**src/rtl/ex_stage.sv**
```systemverilog
// ============================================================================
//  Module      : ex_stage
//  Description : Execute stage of a 5-stage MIPS-style pipeline.
//                - Input pipeline register fed from decode (hold / bubble / load)
//                - One-hot operand selection and one-hot ALU
//                - Data-memory request generation with byte-lane steering
//                - Forwarding bus back to decode and load-use indication
//                - Multi-cycle restoring divider (div / divu) writing HI/LO
//  Ports       :
//    clk              rising-edge clock
//    rst              synchronous, active-high reset
//    stall[5:0]       pipeline stall vector (bit2 EX hold, bit3 MEM hold)
//    id_to_ex_bus     164-bit decode bundle
//    ex_to_mem_bus    81-bit bundle to the memory stage
//    ex_to_rf_bus     38-bit {we, waddr, wdata} forward to decode
//    ex_is_load       EX currently holds a load
//    data_sram_*      data memory request (en, byte wen, addr, wdata)
//    hilo_bus         65-bit {we, hi, lo} divider result
//    stallreq_for_ex  EX asks the pipeline to stall (divider running)
//  Revision    : 1.0 - initial release
// ============================================================================
`default_nettype none

module ex_stage (
  input  logic         clk,
  input  logic         rst,
  input  logic [5:0]   stall,
  input  logic [163:0] id_to_ex_bus,
  output logic [80:0]  ex_to_mem_bus,
  output logic [37:0]  ex_to_rf_bus,
  output logic         ex_is_load,
  output logic         data_sram_en,
  output logic [3:0]   data_sram_wen,
  output logic [31:0]  data_sram_addr,
  output logic [31:0]  data_sram_wdata,
  output logic [64:0]  hilo_bus,
  output logic         stallreq_for_ex
);

  // --------------------------------------------------------------------------
  // Constants
  // --------------------------------------------------------------------------
  localparam logic [1:0] DIV_IDLE = 2'd0;
  localparam logic [1:0] DIV_BUSY = 2'd1;
  localparam logic [1:0] DIV_DONE = 2'd2;

  localparam logic [5:0] OPC_SPECIAL = 6'b000000;
  localparam logic [5:0] OPC_SB      = 6'b101000;
  localparam logic [5:0] OPC_SH      = 6'b101001;
  localparam logic [5:0] FUNCT_DIV   = 6'b011010;
  localparam logic [5:0] FUNCT_DIVU  = 6'b011011;

  // --------------------------------------------------------------------------
  // Input pipeline register
  // When EX is held but MEM keeps moving, a bubble is loaded here so the
  // instruction in EX is not issued to MEM twice.
  // --------------------------------------------------------------------------
  logic [163:0] ex_bus;

  always_ff @(posedge clk) begin
    if (rst) begin
      ex_bus <= '0;
    end else if (stall[2] && !stall[3]) begin
      ex_bus <= '0;
    end else if (!stall[2]) begin
      ex_bus <= id_to_ex_bus;
    end
  end

  // --------------------------------------------------------------------------
  // Field extraction
  // --------------------------------------------------------------------------
  logic [4:0]  mem_op;
  logic [31:0] pc;
  logic [31:0] inst;
  logic [11:0] alu_op;
  logic [2:0]  sel_src1;
  logic [3:0]  sel_src2;
  logic        ram_en;
  logic [3:0]  ram_wen;
  logic        rf_we;
  logic [4:0]  rf_waddr;
  logic        sel_rf_res;
  logic [31:0] rdata1;
  logic [31:0] rdata2;

  assign mem_op     = ex_bus[163:159];
  assign pc         = ex_bus[158:127];
  assign inst       = ex_bus[126:95];
  assign alu_op     = ex_bus[94:83];
  assign sel_src1   = ex_bus[82:80];
  assign sel_src2   = ex_bus[79:76];
  assign ram_en     = ex_bus[75];
  assign ram_wen    = ex_bus[74:71];
  assign rf_we      = ex_bus[70];
  assign rf_waddr   = ex_bus[69:65];
  assign sel_rf_res = ex_bus[64];
  assign rdata1     = ex_bus[63:32];
  assign rdata2     = ex_bus[31:0];

  logic [5:0] opcode;
  logic [5:0] funct;
  assign opcode = inst[31:26];
  assign funct  = inst[5:0];

  // --------------------------------------------------------------------------
  // Operand selection (one-hot select, implemented as AND-OR)
  // --------------------------------------------------------------------------
  logic [31:0] imm_sext;
  logic [31:0] imm_zext;
  logic [31:0] src1;
  logic [31:0] src2;

  assign imm_sext = {{16{inst[15]}}, inst[15:0]};
  assign imm_zext = {16'b0, inst[15:0]};

  always_comb begin
    src1 = '0;
    if (sel_src1[0]) src1 = src1 | rdata1;
    if (sel_src1[1]) src1 = src1 | pc;
    if (sel_src1[2]) src1 = src1 | {27'b0, inst[10:6]};
  end

  always_comb begin
    src2 = '0;
    if (sel_src2[0]) src2 = src2 | rdata2;
    if (sel_src2[1]) src2 = src2 | imm_sext;
    if (sel_src2[2]) src2 = src2 | 32'd8;
    if (sel_src2[3]) src2 = src2 | imm_zext;
  end

  // --------------------------------------------------------------------------
  // ALU
  // --------------------------------------------------------------------------
  logic [4:0]  shamt;
  logic [31:0] add_res;
  logic [31:0] sub_res;
  logic [31:0] slt_res;
  logic [31:0] sltu_res;
  logic [31:0] sra_res;
  logic [31:0] ex_result;

  assign shamt    = src1[4:0];
  assign add_res  = src1 + src2;
  assign sub_res  = src1 - src2;
  assign slt_res  = {31'b0, ($signed(src1) < $signed(src2))};
  assign sltu_res = {31'b0, (src1 < src2)};
  assign sra_res  = $unsigned($signed(src2) >>> shamt);

  // alu_op is one-hot; an all-zero op (bubble, div) yields zero.
  always_comb begin
    ex_result = '0;
    if (alu_op[0])  ex_result = ex_result | add_res;
    if (alu_op[1])  ex_result = ex_result | sub_res;
    if (alu_op[2])  ex_result = ex_result | slt_res;
    if (alu_op[3])  ex_result = ex_result | sltu_res;
    if (alu_op[4])  ex_result = ex_result | (src1 & src2);
    if (alu_op[5])  ex_result = ex_result | ~(src1 | src2);
    if (alu_op[6])  ex_result = ex_result | (src1 | src2);
    if (alu_op[7])  ex_result = ex_result | (src1 ^ src2);
    if (alu_op[8])  ex_result = ex_result | (src2 << shamt);
    if (alu_op[9])  ex_result = ex_result | (src2 >> shamt);
    if (alu_op[10]) ex_result = ex_result | sra_res;
    if (alu_op[11]) ex_result = ex_result | {src2[15:0], 16'b0};
  end

  // --------------------------------------------------------------------------
  // Data memory request
  // Store width comes from the opcode; anything that writes but is not
  // sb/sh is treated as a full-word store. Misalignment is not trapped here.
  // --------------------------------------------------------------------------
  logic is_store;
  assign is_store = |ram_wen;

  always_comb begin
    data_sram_wen   = 4'b0000;
    data_sram_wdata = rdata2;
    if (is_store) begin
      if (opcode == OPC_SB) begin
        data_sram_wen   = 4'b0001 << ex_result[1:0];
        data_sram_wdata = {4{rdata2[7:0]}};
      end else if (opcode == OPC_SH) begin
        data_sram_wen   = ex_result[1] ? 4'b1100 : 4'b0011;
        data_sram_wdata = {2{rdata2[15:0]}};
      end else begin
        data_sram_wen   = 4'b1111;
        data_sram_wdata = rdata2;
      end
    end
  end

  assign data_sram_en   = ram_en | is_store;
  assign data_sram_addr = ex_result;

  // --------------------------------------------------------------------------
  // Downstream and forwarding buses
  // A load's value is not known until MEM, so it is never forwarded from EX.
  // --------------------------------------------------------------------------
  assign ex_to_mem_bus = {mem_op, pc, ram_en, ram_wen, sel_rf_res,
                          rf_we, rf_waddr, ex_result};
  assign ex_to_rf_bus  = {rf_we & ~sel_rf_res, rf_waddr, ex_result};
  assign ex_is_load    = sel_rf_res;

  // --------------------------------------------------------------------------
  // Divider (restoring, one quotient bit per cycle)
  // --------------------------------------------------------------------------
  logic is_div_signed;
  logic is_div_unsigned;
  logic is_div;

  assign is_div_signed   = (opcode == OPC_SPECIAL) && (funct == FUNCT_DIV);
  assign is_div_unsigned = (opcode == OPC_SPECIAL) && (funct == FUNCT_DIVU);
  assign is_div          = is_div_signed | is_div_unsigned;

  logic [1:0]  div_state;
  logic [31:0] div_quot;      // holds the dividend at start, quotient at end
  logic [31:0] div_rem;
  logic [31:0] div_divisor;
  logic [4:0]  div_cnt;
  logic        div_done_flag; // blocks a restart on the same, still-held div
  logic        div_first;     // first cycle in DONE: the only HI/LO write
  logic        div_neg_q;
  logic        div_neg_r;
  logic        div_by_zero;

  logic        div_start;
  logic        neg_a;
  logic        neg_b;
  logic [31:0] abs_a;
  logic [31:0] abs_b;

  assign div_start = (div_state == DIV_IDLE) && is_div && !div_done_flag;
  assign neg_a     = is_div_signed & rdata1[31];
  assign neg_b     = is_div_signed & rdata2[31];
  assign abs_a     = neg_a ? (32'd0 - rdata1) : rdata1;
  assign abs_b     = neg_b ? (32'd0 - rdata2) : rdata2;

  // One restoring step: shift the next dividend bit into the partial
  // remainder and subtract the divisor if it fits. An explicit compare is
  // used so the divide-by-zero case (divisor 0) still behaves: every step
  // "fits", the quotient fills with ones and the remainder ends as |a|.
  logic [32:0] rem_shift;
  logic [32:0] rem_diff;
  logic        rem_ge;
  logic [31:0] rem_next;

  assign rem_shift = {div_rem, div_quot[31]};
  assign rem_diff  = rem_shift - {1'b0, div_divisor};
  assign rem_ge    = (rem_shift >= {1'b0, div_divisor});
  assign rem_next  = rem_ge ? rem_diff[31:0] : rem_shift[31:0];

  always_ff @(posedge clk) begin
    if (rst) begin
      div_state     <= DIV_IDLE;
      div_quot      <= '0;
      div_rem       <= '0;
      div_divisor   <= '0;
      div_cnt       <= '0;
      div_done_flag <= 1'b0;
      div_first     <= 1'b0;
      div_neg_q     <= 1'b0;
      div_neg_r     <= 1'b0;
      div_by_zero   <= 1'b0;
    end else begin
      case (div_state)
        DIV_IDLE: begin
          if (div_start) begin
            div_quot    <= abs_a;
            div_divisor <= abs_b;
            div_rem     <= '0;
            div_cnt     <= '0;
            div_neg_q   <= neg_a ^ neg_b;
            div_neg_r   <= neg_a;
            div_by_zero <= (rdata2 == 32'd0);
            div_state   <= DIV_BUSY;
          end
        end
        DIV_BUSY: begin
          div_rem  <= rem_next;
          div_quot <= {div_quot[30:0], rem_ge};
          div_cnt  <= div_cnt + 5'd1;
          if (div_cnt == 5'd31) begin
            div_state     <= DIV_DONE;
            div_done_flag <= 1'b1;
            div_first     <= 1'b1;
          end
        end
        DIV_DONE: begin
          div_first <= 1'b0;
          if (!stall[2]) begin
            div_state     <= DIV_IDLE;
            div_done_flag <= 1'b0;
          end
        end
        default: begin
          div_state <= DIV_IDLE;
        end
      endcase
    end
  end

  // Sign correction. Divide-by-zero forces LO to all ones; the remainder
  // path already reproduces the original dividend in that case.
  logic [31:0] quot_fix;
  logic [31:0] rem_fix;
  logic        hilo_we;

  assign quot_fix = div_by_zero ? 32'hFFFF_FFFF
                                : (div_neg_q ? (32'd0 - div_quot) : div_quot);
  assign rem_fix  = div_neg_r ? (32'd0 - div_rem) : div_rem;
  assign hilo_we  = (div_state == DIV_DONE) && div_first;

  assign hilo_bus        = hilo_we ? {1'b1, rem_fix, quot_fix} : 65'd0;
  assign stallreq_for_ex = div_start || (div_state == DIV_BUSY);

  // Bits of the inputs that this stage has no use for.
  logic unused_bits;
  assign unused_bits = ^{stall[5:4], stall[1:0], inst[25:16], rem_diff[32]};

endmodule

`default_nettype wire
```
**config.mk**
```make
export PLATFORM = sky130hd
export DESIGN_NAME = ex_stage
export DESIGN_NICKNAME = d
export VERILOG_FILES = /design/src/rtl/ex_stage.sv
export SDC_FILE = /design/constraint.sdc
export NUM_CORES = 1
export LEC_CHECK = 0
export CORE_UTILIZATION = 55
export CTS_CLUSTER_SIZE = 24
export DETAILED_ROUTE_END_ITERATION = 10
export PLACE_DENSITY = 0.88
export SYNTH_ARGS = -nofsm -noshare
export SYNTH_HDL_FRONTEND = slang
export SYNTH_SLANG_ARGS = --single-unit
```
**constraint.sdc**
```tcl
create_clock -name clk -period 5.7 [get_ports clk]
set_clock_uncertainty 0.1 [all_clocks]
set_input_delay 0.57 -clock clk [delete_from_list [all_inputs] [get_ports clk]]
set_output_delay 0.57 -clock clk [all_outputs]
set_load 0.005 [all_outputs]
```
==> impl_metrics.toml <==
[setup_path]
worst-path-max-fanout = 15
crit_slowest_cell = "mux2i_2"
worstPathArrival_ps = 5080
r2r.worst_path.cells = 12
required_ps = 5030
cp_slowest_stage_delay_ps = 540
worst-path-stages = 14
path_common_cell = "buf_4"
start_kind = "flip-flop"
critical_path_class = "flip-flop to output port"
rrSetupSlack_ps = 1500
path_cells = "a222oi_1, buf_4, buf_4, buf_4, inv_2, buf_4, mux2i_1, mux2i_1, mux2i_2, o2111ai_1, a31oi_1, nand3_1, a221o_1, clkdlybuf4s50_1"
crit_family = "multiplexers"
cp_num_buf_inv = 6
end_kind = "output port"

[place]
place_area_um2 = 29010
hpwl_um = 86430
gp_congestion = 1.106
portBuffers = 412

[clock_network]
cts_made_buffers = 30
clkSlewWorstSetupHoldPaths_ps = 60
tritoncts = "yes"
cts_root_buffer = "clkbuf_16"
clkLatencyLatePin_ps = 600
cts-htree-levels = 1
clkSinkCount = 262
cts_buffer_depth = 3

[layout]
final_area_um2 = 30500
synthToLayoutAreaGrowth_pct = 23.30
drive_gt1_share_pct = 10.38
fillers = 3505
register_area_um2 = 5258
multiInputGateArea_um2 = 17330
finalNetCount = 3859

[yosys]
syn_nets = 3604
synth_ff_type = "dfxtp_1"
yosysWarnings = 0
synth_cell_types = 84
synth_seq_cells = 262
seq_area_frac_synth_pct = 21.20
synth_edf_count = 0
avgSynthCellArea_um2 = 7.507
synth_area_um2 = 24740
synthesis.instances = 3295
synth_async_sr_flop_share_pct = 0

[run_status]
violations = "negative setup slack"
status = "complete, but fails checks"

[sta]
setup_violations = 3
worst_slack_ps = -47.22
period_needed_ps = 5747
hold_viol = 0
period_share_pct = 100.8
tns_ps = -117.2
max-slew-margin-rel_pct = 15.83
rsz0062_at_grt = "true"
drv_slew = 0
fmax_mhz = 174.0
tightest_slew_ps = 1261

[routing]
ant_nets = 0
drtIter0Drc = 4295
vias_per_cell = 6.683
wl_per_cell_um = 27.30
drc = 0
drt-total-wl_um = 113900
drtPass1Iterations = 8
vias = 27880

[grt]
grt_use_total_pct = 46.70
grt_max_degree = 95
grt_pass1_vias = 25870
grt_pass1_wl_um = 163900
overflow = 0
antenna_found_initial = 8

[hold_path]
hold_class = "flip-flop to flip-flop"
hold_depth = 2

[pwr]
max-vdd-ir-drop_mv = 0.2364
power.leakage_uw = 0.01283
p_per_area_nw_per_um2 = 189.6
design_power_total_uw = 5783

[floorplan]
ios = 427
num_rows = 77
start_util_pct = 55.82
dieHeight_um = 214.1
die_area_um2 = 45830
coreArea_um2 = 44320
die_w_um = 214.1

[job]
drv_cap = 0
## cell usage in the layout (no fill, tap or decap), drive strengths merged, types with 28 or more instances in the layout
cell	count
a211oi	51
a21oi	245
a31oi	28
clkbuf	45
a22o	38
buf	175
o21ai	181
a221oi	35
ha	134
nor2	406
clkdlybuf4s50	399
a22oi	72
xnor2	104
xor2	80
inv	156
nand3	44
dfxtp	262
o31ai	35
mux2i	308
nand2	283
mux2	35
o211ai	31
nor3	40
## final timing paths
kind | endpoint | start
worst max-delay path | ex_to_rf_bus[23] | ex_bus[127]
worst min-delay path | div_divisor[0] | div_divisor[0]
worst max register to register | div_rem[28] | div_divisor[1]
worst min register to register | div_divisor[0] | div_divisor[0]
## layer usage
layer	global-route usage (%)	wire [µm]	share of wire (%)
met5	0	34	0.030
met4	29.36	8782	7.7
met3	11.49	13920	12
met2	71.97	48360	42
met1	58.40	42790	38
## area by class of cell
type / instances / share of cell area [%]
Antenna cell: 7 / 0.05743
Clock buffer: 45 / 3.110
Multi-Input combinational cell: 2514 / 56.81
Tap cell: 592 / 2.429
Clock inverter: 10 / 0.3856
Sequential cell: 262 / 17.24
Timing Repair Buffer: 585 / 18.04
Inverter: 157 / 1.932
## timing repair
item,CTS,global route
hold endpoints to repair,0,0
hold buffers,0,0
pin swaps,3,17
setup endpoints to repair,46,66
gates cloned,0,1
gates resized for setup,18,72
buffers inserted,2,12
## worst reg2reg max path, cell delays in order, from the launching register on
cell	delay, ps
dfxtp_1	350
inv_1	90
ha_1	320
nor2b_1	180
o21ai_0	170
a21boi_0	410
o31ai_1	190
and4b_1	240
nor2_1	370
a211o_1	280
a21bo_2	710
nand2_1	450
o21ai_0	260
## cells by family after synthesis
family,count (synthesis),share of synthesized area (%)
AOI/OAI and AO/OA,911,24.46
xor gates and xnor gates,184,6.515
and+or+nand+nor,938,16.81
DFF,262,21.20
buffers and inverters,520,9.934
muxes,343,14.06
adders and majority gates,137,7.021
## metrics by stage
step                util, %  cells  setup slack [ps]  hold WS (ps)
global placement      65.45   4096             173.1         347.5
floorplan                 -   3295             545.1         340.0
finish                68.82   4172            -47.22         382.7
CTS                   68.05   4153             2.020         378.3
detailed placement    65.45   4096             136.1         370.1
global route          68.79   4167            -83.61         394.1
## Yosys cell counts, types with 27 or more instances
cell	count	area, µm²
a221oi_1	35	306.5
o21ai_0	180	900.9
o211ai_1	31	232.7
ha_1	134	1677
buf_1	55	206.5
nand3_1	44	220.2
nand2_1	283	1062
a31oi_1	28	175.2
a22o_1	38	332.8
mux2_2	35	394.1
nor2_1	405	1520
o31ai_1	35	262.8
a211oi_1	51	382.9
inv_1	150	563.0
a22oi_1	72	540.5
buf_4	128	960.9
xor2_1	80	700.7
a21o_1	27	202.7
dfxtp_1	262	5245
xnor2_1	104	910.9
nor3_1	40	200.2
a21oi_1	244	1221
mux2i_1	308	3083
clkbuf_1	165	619.3
## sequential cells by signal (all words and copies together), names as in the netlist, 2 cells and up
register	flops
div_quot	32
div_divisor	32
div_cnt	5
div_state	2
div_rem	32
ex_bus	154
## power by group
group	internal [µW]	leakage (µW)	switching, µW	total (µW)
combinational	782	0.0102	914	1700
clock	1240	0.000529	866	2100
sequential	1890	0.00214	97.9	1980
Note: power is estimated with default switching activity, not from simulation.
